<file path="src/rtl/tape_in_cond_pkg.sv">
// Shared tuning defaults and types for the tape input conditioner.
package tape_in_cond_pkg;

  localparam int unsigned FILT_MAX_DEF = 15;
  localparam int unsigned CNT_W_DEF    = 8;
  localparam int unsigned PER_W_DEF    = 16;

  // The first edge after reset only arms period measurement.
  typedef enum logic {
    ARM_IDLE = 1'b0,
    ARM_LIVE = 1'b1
  } arm_t;

endpackage

</file>
<file path="src/rtl/tape_in_cond_filt.sv">
// Two-flop resynchroniser plus saturating hysteresis counter producing the filtered tape level.
module tape_filt
  import tape_in_cond_pkg::*;
#(
  parameter int unsigned FILT_MAX = FILT_MAX_DEF,
  parameter int unsigned CNT_W    = CNT_W_DEF
) (
  input  logic fclk,
  input  logic rst_n,
  input  logic tape_raw,
  output logic tape_in,
  output logic tape_nxt
);

  localparam logic [CNT_W-1:0] CMAX = CNT_W'(FILT_MAX);
  localparam logic [CNT_W-1:0] ONE  = CNT_W'(1);

  logic             s1;
  logic             s2;
  logic [CNT_W-1:0] cnt;
  logic [CNT_W-1:0] cnt_nxt;

  always_ff @(posedge fclk or negedge rst_n) begin
    if (!rst_n) begin
      s1 <= 1'b0;
      s2 <= 1'b0;
    end else begin
      s1 <= tape_raw;
      s2 <= s1;
    end
  end

  // tape_nxt is exported so the parent can register the edge on the same clock.
  always_comb begin
    cnt_nxt = cnt;
    if (s2) begin
      if (cnt != CMAX) cnt_nxt = cnt + ONE;
    end else if (cnt != '0) begin
      cnt_nxt = cnt - ONE;
    end
    tape_nxt = tape_in;
    if (cnt_nxt == CMAX)    tape_nxt = 1'b1;
    else if (cnt_nxt == '0) tape_nxt = 1'b0;
  end

  always_ff @(posedge fclk or negedge rst_n) begin
    if (!rst_n) begin
      cnt     <= '0;
      tape_in <= 1'b0;
    end else begin
      cnt     <= cnt_nxt;
      tape_in <= tape_nxt;
    end
  end

endmodule

</file>
<file path="src/rtl/tape_in_cond.sv">
// Tape input conditioner: filtered level, edge strobe and edge-to-edge period with valid/ack handoff.
module tape_in_cond
  import tape_in_cond_pkg::*;
#(
  parameter int unsigned FILT_MAX = FILT_MAX_DEF,
  parameter int unsigned CNT_W    = CNT_W_DEF,
  parameter int unsigned PER_W    = PER_W_DEF
) (
  input  logic             fclk,
  input  logic             rst_n,
  input  logic             tape_raw,
  input  logic             tick_en,
  output logic             tape_in,
  output logic             edge_stb,
  output logic             edge_pol,
  output logic [PER_W-1:0] period,
  output logic             period_vld,
  input  logic             period_ack,
  output logic             ovf
);

  localparam logic [PER_W-1:0] PONE = PER_W'(1);

  logic             tape_nxt;
  logic             edge_det;
  logic             capture;
  logic             ack_eff;
  logic [PER_W-1:0] pcnt;
  arm_t             arm_q;
  arm_t             arm_d;

  tape_filt #(
    .FILT_MAX (FILT_MAX),
    .CNT_W    (CNT_W)
  ) u_filt (
    .fclk     (fclk),
    .rst_n    (rst_n),
    .tape_raw (tape_raw),
    .tape_in  (tape_in),
    .tape_nxt (tape_nxt)
  );

  always_comb begin
    arm_d    = arm_q;
    edge_det = tape_nxt ^ tape_in;
    capture  = 1'b0;
    ack_eff  = period_ack & period_vld;
    if (edge_det) begin
      arm_d   = ARM_LIVE;
      capture = (arm_q == ARM_LIVE);
    end
  end

  always_ff @(posedge fclk or negedge rst_n) begin
    if (!rst_n) arm_q <= ARM_IDLE;
    else        arm_q <= arm_d;
  end

  always_ff @(posedge fclk or negedge rst_n) begin
    if (!rst_n) begin
      edge_stb <= 1'b0;
      edge_pol <= 1'b0;
    end else begin
      edge_stb <= edge_det;
      if (edge_det) edge_pol <= tape_nxt;
    end
  end

  // Reload beats tick_en so the captured value is the count before this edge.
  always_ff @(posedge fclk or negedge rst_n) begin
    if (!rst_n) begin
      pcnt <= '0;
    end else if (edge_det) begin
      pcnt <= '0;
    end else if (tick_en && (pcnt != '1)) begin
      pcnt <= pcnt + PONE;
    end
  end

  always_ff @(posedge fclk or negedge rst_n) begin
    if (!rst_n) begin
      period     <= '0;
      period_vld <= 1'b0;
      ovf        <= 1'b0;
    end else if (capture) begin
      period     <= pcnt;
      period_vld <= 1'b1;
      if (ack_eff)         ovf <= 1'b0;
      else if (period_vld) ovf <= 1'b1;
    end else if (ack_eff) begin
      period_vld <= 1'b0;
      ovf        <= 1'b0;
    end
  end

endmodule

</file>
<file path="config.mk">
export PLATFORM = sky130hd
export DESIGN_NAME = tape_in_cond
export DESIGN_NICKNAME = d
export VERILOG_FILES = /design/src/rtl/tape_in_cond_pkg.sv /design/src/rtl/tape_in_cond_filt.sv /design/src/rtl/tape_in_cond.sv
export SDC_FILE = /design/constraint.sdc
export NUM_CORES = 1
export LEC_CHECK = 0
export BUFFER_PORTS_ARGS = -buffer_cell sky130_fd_sc_hd__buf_2
export CORE_ASPECT_RATIO = 0.6
export CORE_UTILIZATION = 50
export DETAILED_ROUTE_END_ITERATION = 10
export MAX_ROUTING_LAYER = met4
export PLACE_DENSITY = 0.7
export SETUP_SLACK_MARGIN = 0.02
export SLEW_MARGIN = 20
export SYNTH_ARGS = -nofsm -noshare
export SYNTH_HDL_FRONTEND = slang
export SYNTH_SLANG_ARGS = --single-unit
</file>
<file path="constraint.sdc">
create_clock -name fclk -period 3.7 [get_ports fclk]
set_input_delay 0.37 -clock fclk [delete_from_list [all_inputs] [get_ports fclk]]
set_output_delay 0.37 -clock fclk [all_outputs]
set_load 0.03 [all_outputs]
</file>
## Word-level counts from Yosys, hierarchy flattened

Index checks and enable logic that the tools add are counted.
Widths: inputs -> output; s select.

- Register bits after elaboration: 48
- Input bits: 5
- Logic and storage cells: 39
- Output and inout port bits: 21

- Bitwise logic cells: 2
- Muxes and demuxes: 13
- Equal/unequal tests: 3
- $add $sub $neg: 3
- Reductions and logical operators: 7

Operator list:

| kind | number |
|---|---|
| $mux 16 | 2 |
| $mux 8 | 3 |
| $add 16x1->16 const B | 1 |
| $ne 16x16->1 const B | 1 |
| $add 8x1->8 const B | 1 |
| $eq 8x4->1 const B | 1 |
| $logic_not 8->1 | 1 |
| $mux 1 | 8 |
| $ne 8x4->1 const B | 1 |
| $reduce_bool 8->1 | 1 |
| $sub 8x1->8 const B | 1 |
| $reduce_bool 2->1 | 3 |
| $reduce_and 2->1 | 1 |
| $and 1x1->1 | 1 |
| $logic_and 1x1->1 | 1 |
| $xor 1x1->1 | 1 |

## Longest topological paths before layout

Gate-level depths: netlist of run 1.

- Word-level depth: 10
- Gate-level depth with buffers: 11
- Mapped depth without buffers: 9

## Cells and area by module

A second synthesis of run 1 with hierarchy kept.

- Cell total of the unflattened synthesis: 229
- Area, all modules: 2469.9 sq um

Modules (own cells, without submodules):

| module | seq. area each (sq um) | cells each | area an instance (sq um) | times used |
|---|---|---|---|---|
| tape_in_cond | 925.9 | 142 | 1679.1 | 1 |
| tape_filt | 275.3 | 87 | 790.8 | 1 |

## Worst setup path after synthesis of run 1

No wires, ideal clock.

- Kind: register to register
- From: reg u_filt.cnt[0]
- To: reg period[10]
- Arrival: 3.097 ns
- Cell stages (with the launch flop): 12
- Setup time: 0.125 ns
- Period minus slack after synthesis: 3.222 ns
- Required time: 3.575 ns
- Slack: 0.478 ns
- Buffers on the path: 2
- Cells stage by stage: dfrtp_1 > inv_1 > ha_1 > or3b_1 > o31a_1 > o21ai_1 > mux2i_1 > or4_1 > clkbuf_1 > nor3_4 > buf_8 > mux2_4

- Cells in the longest elaborated chain, start to end: 8
- Elaborated cells on any way between the ends: 13
- Those cells by class: add/sub: 2; eq/ne: 2; mux: 6; bitwise: 1; reduce/logical: 2

RTL lines:

| element | line | source |
|---|---|---|
| from (decl) | tape_in_cond_filt.sv:20 | `logic [CNT_W-1:0] cnt;` |
| from (signal assigned) | tape_in_cond_filt.sv:51 | `cnt <= cnt_nxt;` |
| $sub 8x1->8 (tied with other cells) | tape_in_cond_filt.sv:39 | `cnt_nxt = cnt - ONE;` |
| $mux 8, on equally long branches | tape_in_cond_filt.sv:38, tape_in_cond_filt.sv:37 |  |
| $mux 8 * | tape_in_cond_filt.sv:36 | `if (s2) begin` |
| net u_filt.cnt_nxt[6] | tape_in_cond_filt.sv:21 | `logic [CNT_W-1:0] cnt_nxt;` |
| $logic_not 8->1 | tape_in_cond_filt.sv:43 | `else if (cnt_nxt == '0) tape_nxt = 1'b0;` |
| $mux 1 | tape_in_cond_filt.sv:43 |  |
| $mux 1 * | tape_in_cond_filt.sv:42 | `if (cnt_nxt == CMAX) tape_nxt = 1'b1;` |
| $xor 1x1->1 * | tape_in_cond.sv:45 | `edge_det = tape_nxt ^ tape_in;` |
| $mux 1 * | tape_in_cond.sv:48 | `if (edge_det) begin` |
| to (signal assigned) | tape_in_cond.sv:86 | `period <= pcnt;` |
| to (decl) | tape_in_cond.sv:16 | `output logic [PER_W-1:0] period,` |

Mark *: on every way through the listed nets, which the timed path passes. The rest lies on a longest branch.
A chain may end at the register's enable or synchronous reset.

## Worst setup path after layout of run 1

- From: reg u_filt.cnt[0]
- To: reg period[4]

The elaborated chain is that of the path after synthesis.

==> results of run 1 <==
final cells by class:
cell class                      instances  area, um^2
Clock buffer                            7       96.34
Tap cell                               63       78.83
Clock inverter                          1       30.03
Sequential cell                        48        1201
Inverter                                8       30.03
Timing Repair Buffer                   33       187.7
Fill cell                             406        1857
Multi-Input combinational cell        150        1131
metrics by stage:
stage	setup slack, ns	hold WS [ns]	instance area [um^2]	utilization	total power [mW]
floorplan	0.4777	0.07441	2427	-	1.298
global placement	0.3255	0.3334	2626	0.5695	1.474
detailed placement	0.3022	0.3426	2626	0.5695	1.475
CTS	0.2713	0.1656	2753	0.5969	1.886
global route	0.04762	0.1141	2755	0.5974	2.002
finish	0.2352	0.05888	2755	0.5974	1.890
path summary, 6_finish.rpt:
| path | startpoint | to | cells past startpoint |
|---|---|---|---|
| setup / recovery | u_filt.cnt[0] | period[4] | 10 |
| hold / removal | rst_n | period[12] | 1 |
| setup reg to reg | u_filt.cnt[0] | period[4] | 10 |
| hold reg to reg | u_filt.s1 | u_filt.s2 | 0 |
| max in group asynchronous | rst_n | u_filt.s2 | 1 |
| min in group fclk | tape_raw | u_filt.s1 | 1 |
per-layer routing:
metal	up-vias	track usage	part of all wire
met1	843	0.3315	0.53
met4	0	0.06920	0.0089
met2	61	0.2388	0.39
met5	-	-	0
met3	5	0.05874	0.075
li1	844	-	-
worst max-delay path: cells and delay by family, from the launching register on:
kind / cells / cell delay, ns
AO/OA/AOI/OAI: 2 / 0.40
AND/OR/NAND/NOR: 3 / 1.39
buffers and inverters: 2 / 0.40
adder cells (fa/ha/maj): 1 / 0.23
multiplexers: 2 / 0.45
flip-flops: 1 / 0.49
logic make-up (layout without fill, tap and decap cells):
kind of cell	Yosys count	in the layout	synth area share
compound gates	30	30	0.08815
mux	22	22	0.1149
xor+xnor	19	19	0.06856
simple gates	75	75	0.1737
flops	48	48	0.4948
buf+inv	19	49	0.03917
fa+ha+maj	4	4	0.02062
power by group:
group	internal, mW	total [mW]	switching (mW)
Clock	0.238	0.412	0.173
Combinational	0.278	0.684	0.406
Sequential	0.644	0.795	0.151
cells in the final DEF (no fill, tap or decap), types with 2 or more instances in the layout:
master      n
a21oi_1     4
a2bb2oi_1   2
a31oi_1     3
and2_1      2
and3_1      3
and4_1      2
buf_2      24
buf_4       9
clkbuf_8    7
dfrtp_1    48
ha_1        4
inv_1       8
mux2_2      7
mux2_4     10
mux2i_1     5
nand2_1     8
nand2b_1    3
nand3_1     8
nand4_1    10
nor2_1     23
nor3_1      2
nor3b_1     2
nor4_1      3
o21ai_0     8
or4_1       2
or4_4       2
xnor2_1     6
xor2_1     13
==> run metrics, run 1 <==
status=finished clean; cells along the critical path=inv_1 > ha_1 > or3b_1 > o31a_1 > o21ai_1 > mux2i_1 > or4_1 > nor3_4 > buf_4 > mux2_2; total of max-cap violations=0; Leak=1.313 nW; core area=0.004612 mm^2; fin crit period=3.465 ns; Setup TNS=0 ns; vias per cell=5.655; number of DRC markers in iteration 0=158; Rows=19; Critical Path AT=3.66 ns; Nets=255; Ant. Diodes=0; Fmax=0.2886 GHz; Die Y=55.97 um; CTS Root Buffer Type=clkbuf_8; RSZ-0062 raised after global routing=false; WL/cell=15.29 um; Buffers on Ports=25; Layout Cells excl Fill=310; PwrDens=686.0 mW/mm^2; Worst-Skew Late Latency=0.30 ns; register area share after synthesis=0.4948; final hold violations=0; Post-Syn Area=0.002427 mm^2; gpl congestion=0.9499; CTS tree=built; type of origin of the critical path=register; number of flops mapped to enable cells by yosys=0; Synth async-reset ratio=1.000; worst endpoint required time=3.89 ns; DRT Pass-1 Iters=4; mean post-synth cell area=11.19 um^2; Post-CTS Resized=0; fin. max-slew vios=0; CP max stage cell=or4_1; Distinct cells, synth=47; post-DP HPWL=3431 um; CP endpoint kind=register; maximum vdd drop=337.7 uV; antenna violations before repair=0; clk sinks=48; Gate Count Post-Synth=217; YS warnings=0; DIE WIDTH=91.95 um; WS Path Type=register to register; post-CTS setup buffers=0; placed insts=302; FF+latch count, synth=48; DRT antenna net count=0; CTS max path bufs=2; Area contributors post-synth=dfrtp_1, mux2_4, xor2_1, nor2_1, mux2_2; first-pass GRT wire length=7762 um; Largest stage delay, worst path=0.70 ns; predominant post-synthesis flop cell=dfrtp_1; biggest regs=pcnt (16), period (16), u_filt.cnt (8); largest net degree at the start of global routing=49; Final Cycle Share=0.9364; Yosys top cell area share=0.4948; WL final=4739 um; most common cell in the netlist=dfrtp_1; Syn-to-layout area delta=13.51%; syn nets=226; H-tree depth=2; GR Overflow Total=0; worst-path fanout max=11; vias in the first global route=1541; Hold Crit Class=input port to asynchronous set/reset pin; cts hold-fix bufs=0; R2R Setup Slk=0.24 ns; clk_skew=0.003441 ns; DRC viols=0; Synth area leader=dfrtp_1; Initial Utilization=0.5263; Die ar.=0.005146 mm^2; Setup Viol. Count Final=0; layout cells sized above 1=0.2591; top cells by count, synth=dfrtp_1, nor2_1, xor2_1; GRT Total Usage=0.2060; Worst-path clk slew=0.09 ns; number of top-level pins=26; CTS buffer count=5; Worst Tran Pin Value=0.5743 ns; routed vias=1753; max-slew headroom at the worst pin=0.6171
(Power assumes the default switching activity.)
==> run 2: changes to the inputs <==
--- a/config.mk
+++ b/config.mk
@@ -6,11 +6,13 @@
 export NUM_CORES = 1
 export LEC_CHECK = 0
 export BUFFER_PORTS_ARGS = -buffer_cell sky130_fd_sc_hd__buf_2
+export CELL_PAD_IN_SITES_DETAIL_PLACEMENT = 1
+export CELL_PAD_IN_SITES_GLOBAL_PLACEMENT = 2
 export CORE_ASPECT_RATIO = 0.6
-export CORE_UTILIZATION = 50
+export CORE_UTILIZATION = 38
 export DETAILED_ROUTE_END_ITERATION = 10
 export MAX_ROUTING_LAYER = met4
-export PLACE_DENSITY = 0.7
+export PLACE_DENSITY = 0.78
 export SETUP_SLACK_MARGIN = 0.02
 export SLEW_MARGIN = 20
 export SYNTH_ARGS = -nofsm -noshare
==> run metrics, run 2 (synthesis gave the netlist of run 1 again) <==
DRT Pass-1 Iters=6; Syn-to-layout area delta=13.92%; status=finished clean; Hold Crit Class=input port to asynchronous set/reset pin; type of origin of the critical path=register; CTS buffer count=5; Ant. Diodes=0; WL/cell=16.58 um; gpl congestion=0.8481; Setup Viol. Count Final=0; fin crit period=3.499 ns; number of top-level pins=26; PwrDens=672.7 mW/mm^2; largest net degree at the start of global routing=49; r2r startpoint=u_filt.cnt[6]; CTS max path bufs=2; final hold violations=0; fin. max-slew vios=0; Clk network pwr share=0.181; Top delay family on crit path=simple AND/OR/NAND/NOR gates; R2R Setup Slk=0.20 ns; vias in the first global route=1718; post-placement cell area=0.002665 mm^2; CTS Root Buffer Type=clkbuf_8; WL final=5487 um; Core Util, Final=0.4505; most used routing layer=met1; Post-CTS Resized=0; Leak=1.294 nW; commonest non-fill, non-tap cell in the layout=dfrtp_1; grt met1 use=0.2982; biggest regs=pcnt (16), period (16), u_filt.cnt (8); Die ar.=0.006722 mm^2; CP endpoint kind=register; Net Switching=0.7784 mW; R2R depth=8; clk_skew=0.01137 ns; combinational power share=0.392; RSZ-0062 raised after global routing=false; CP max stage cell=nor4_2; Worst-path clk slew=0.10 ns; DRC viols=0; Worst-Skew Late Latency=0.31 ns; maximum vdd drop=299.2 uV; Rows=22; clk sinks=48; Fmax=0.2858 GHz; H-tree depth=2; antenna violations before repair=0; CTS tree=built; cells along the critical path=nor4_2 > nand2_1 > a221o_1 > or4_4 > mux2_4 > nor3_4 > buf_12 > mux2_2; core area=0.006138 mm^2; total of max-cap violations=0; Worst path depth=8; max-slew headroom at the worst pin=0.5956; switch share=0.4185; Buffers on Ports=25; post-DP HPWL=3966 um; GRT Total Usage=0.1857; vias per cell=5.360; Worst Tran Pin Value=0.6066 ns; number of DRC markers in iteration 0=68; layout cells sized above 1=0.2591; Setup TNS=0 ns; Largest stage delay, worst path=0.60 ns; most frequent cells in the layout=dfrtp_1, buf_2, nor2_1; Initial Utilization=0.3954; Crit Reg-Reg Endpoint=period[0]; Critical Path AT=3.69 ns; Final Cycle Share=0.9456; Sequential Power Share=0.427; first-pass GRT wire length=9315 um; DIE WIDTH=105.2 um; post-CTS setup buffers=0; Cell Int Power=1.082 mW; worst endpoint required time=3.89 ns; routed vias=1774; met2 GRT Util=0.2270; met3 usage=0.03776; Die Y=63.91 um; DRT antenna net count=0; CP Buf/Inv Count=1; WS Path Type=register to register; GR Overflow Total=0; Nets=255; worst-path fanout max=17; final instance area=0.002765 mm^2; cts hold-fix bufs=0
[run 2: changes by cell type in the layout (fill, tap and decap cells not counted), sizes merged]
cell      previous run  this run
bufinv               1         0
clkinvlp             0         2
clkbuf               7         6
[run 2: power groups by stage]
stage	logic, mW	registers (mW)	clock network, mW
floorplan	0.480	0.818	0
global placement	0.710	0.797	0
detailed placement	0.723	0.801	0
CTS	0.729	0.791	0.344
global route	0.805	0.813	0.369
finish	0.730	0.794	0.337
[run 2: through the flow]
step	total power, mW	instances	setup WS [ns]	hold WS (ns)
after detailed placement	1.524	323	0.2646	0.3413
after floorplan	1.298	217	0.4777	0.07441
final	1.860	331	0.2013	0.06069
after global placement	1.507	323	0.2845	0.3386
after global routing	1.987	331	0.04404	0.09645
after CTS	1.864	331	0.2236	0.1626
[run 2: area by class of cell]
type                            count  area [um^2]
Clock inverter                      2        15.01
Multi-Input combinational cell    150         1131
Inverter                            8        30.03
Sequential cell                    48         1201
Clock buffer                        6        82.58
Tap cell                           84        105.1
Timing Repair Buffer               33        200.2
Fill cell                         686         3373
[run 2: how the worst max path moves through the flow]
stage                  start          to  slack (ns)
5_1_grt        u_filt.cnt[0]   period[0]        0.04
3_3_place_gp   u_filt.cnt[6]   period[5]        0.28
2_1_floorplan  u_filt.cnt[0]  period[10]        0.48
3_5_place_dp   u_filt.cnt[6]   period[0]        0.26
6_report       u_filt.cnt[6]   period[0]        0.20
4_1_cts        u_filt.cnt[0]   period[0]        0.22
[run 2: layer usage]
layer  routed length, um  part of all wire
met5                   0                 0
met1                3186              0.58
met3                 175             0.032
met2                2075              0.38
met4                  50            0.0091
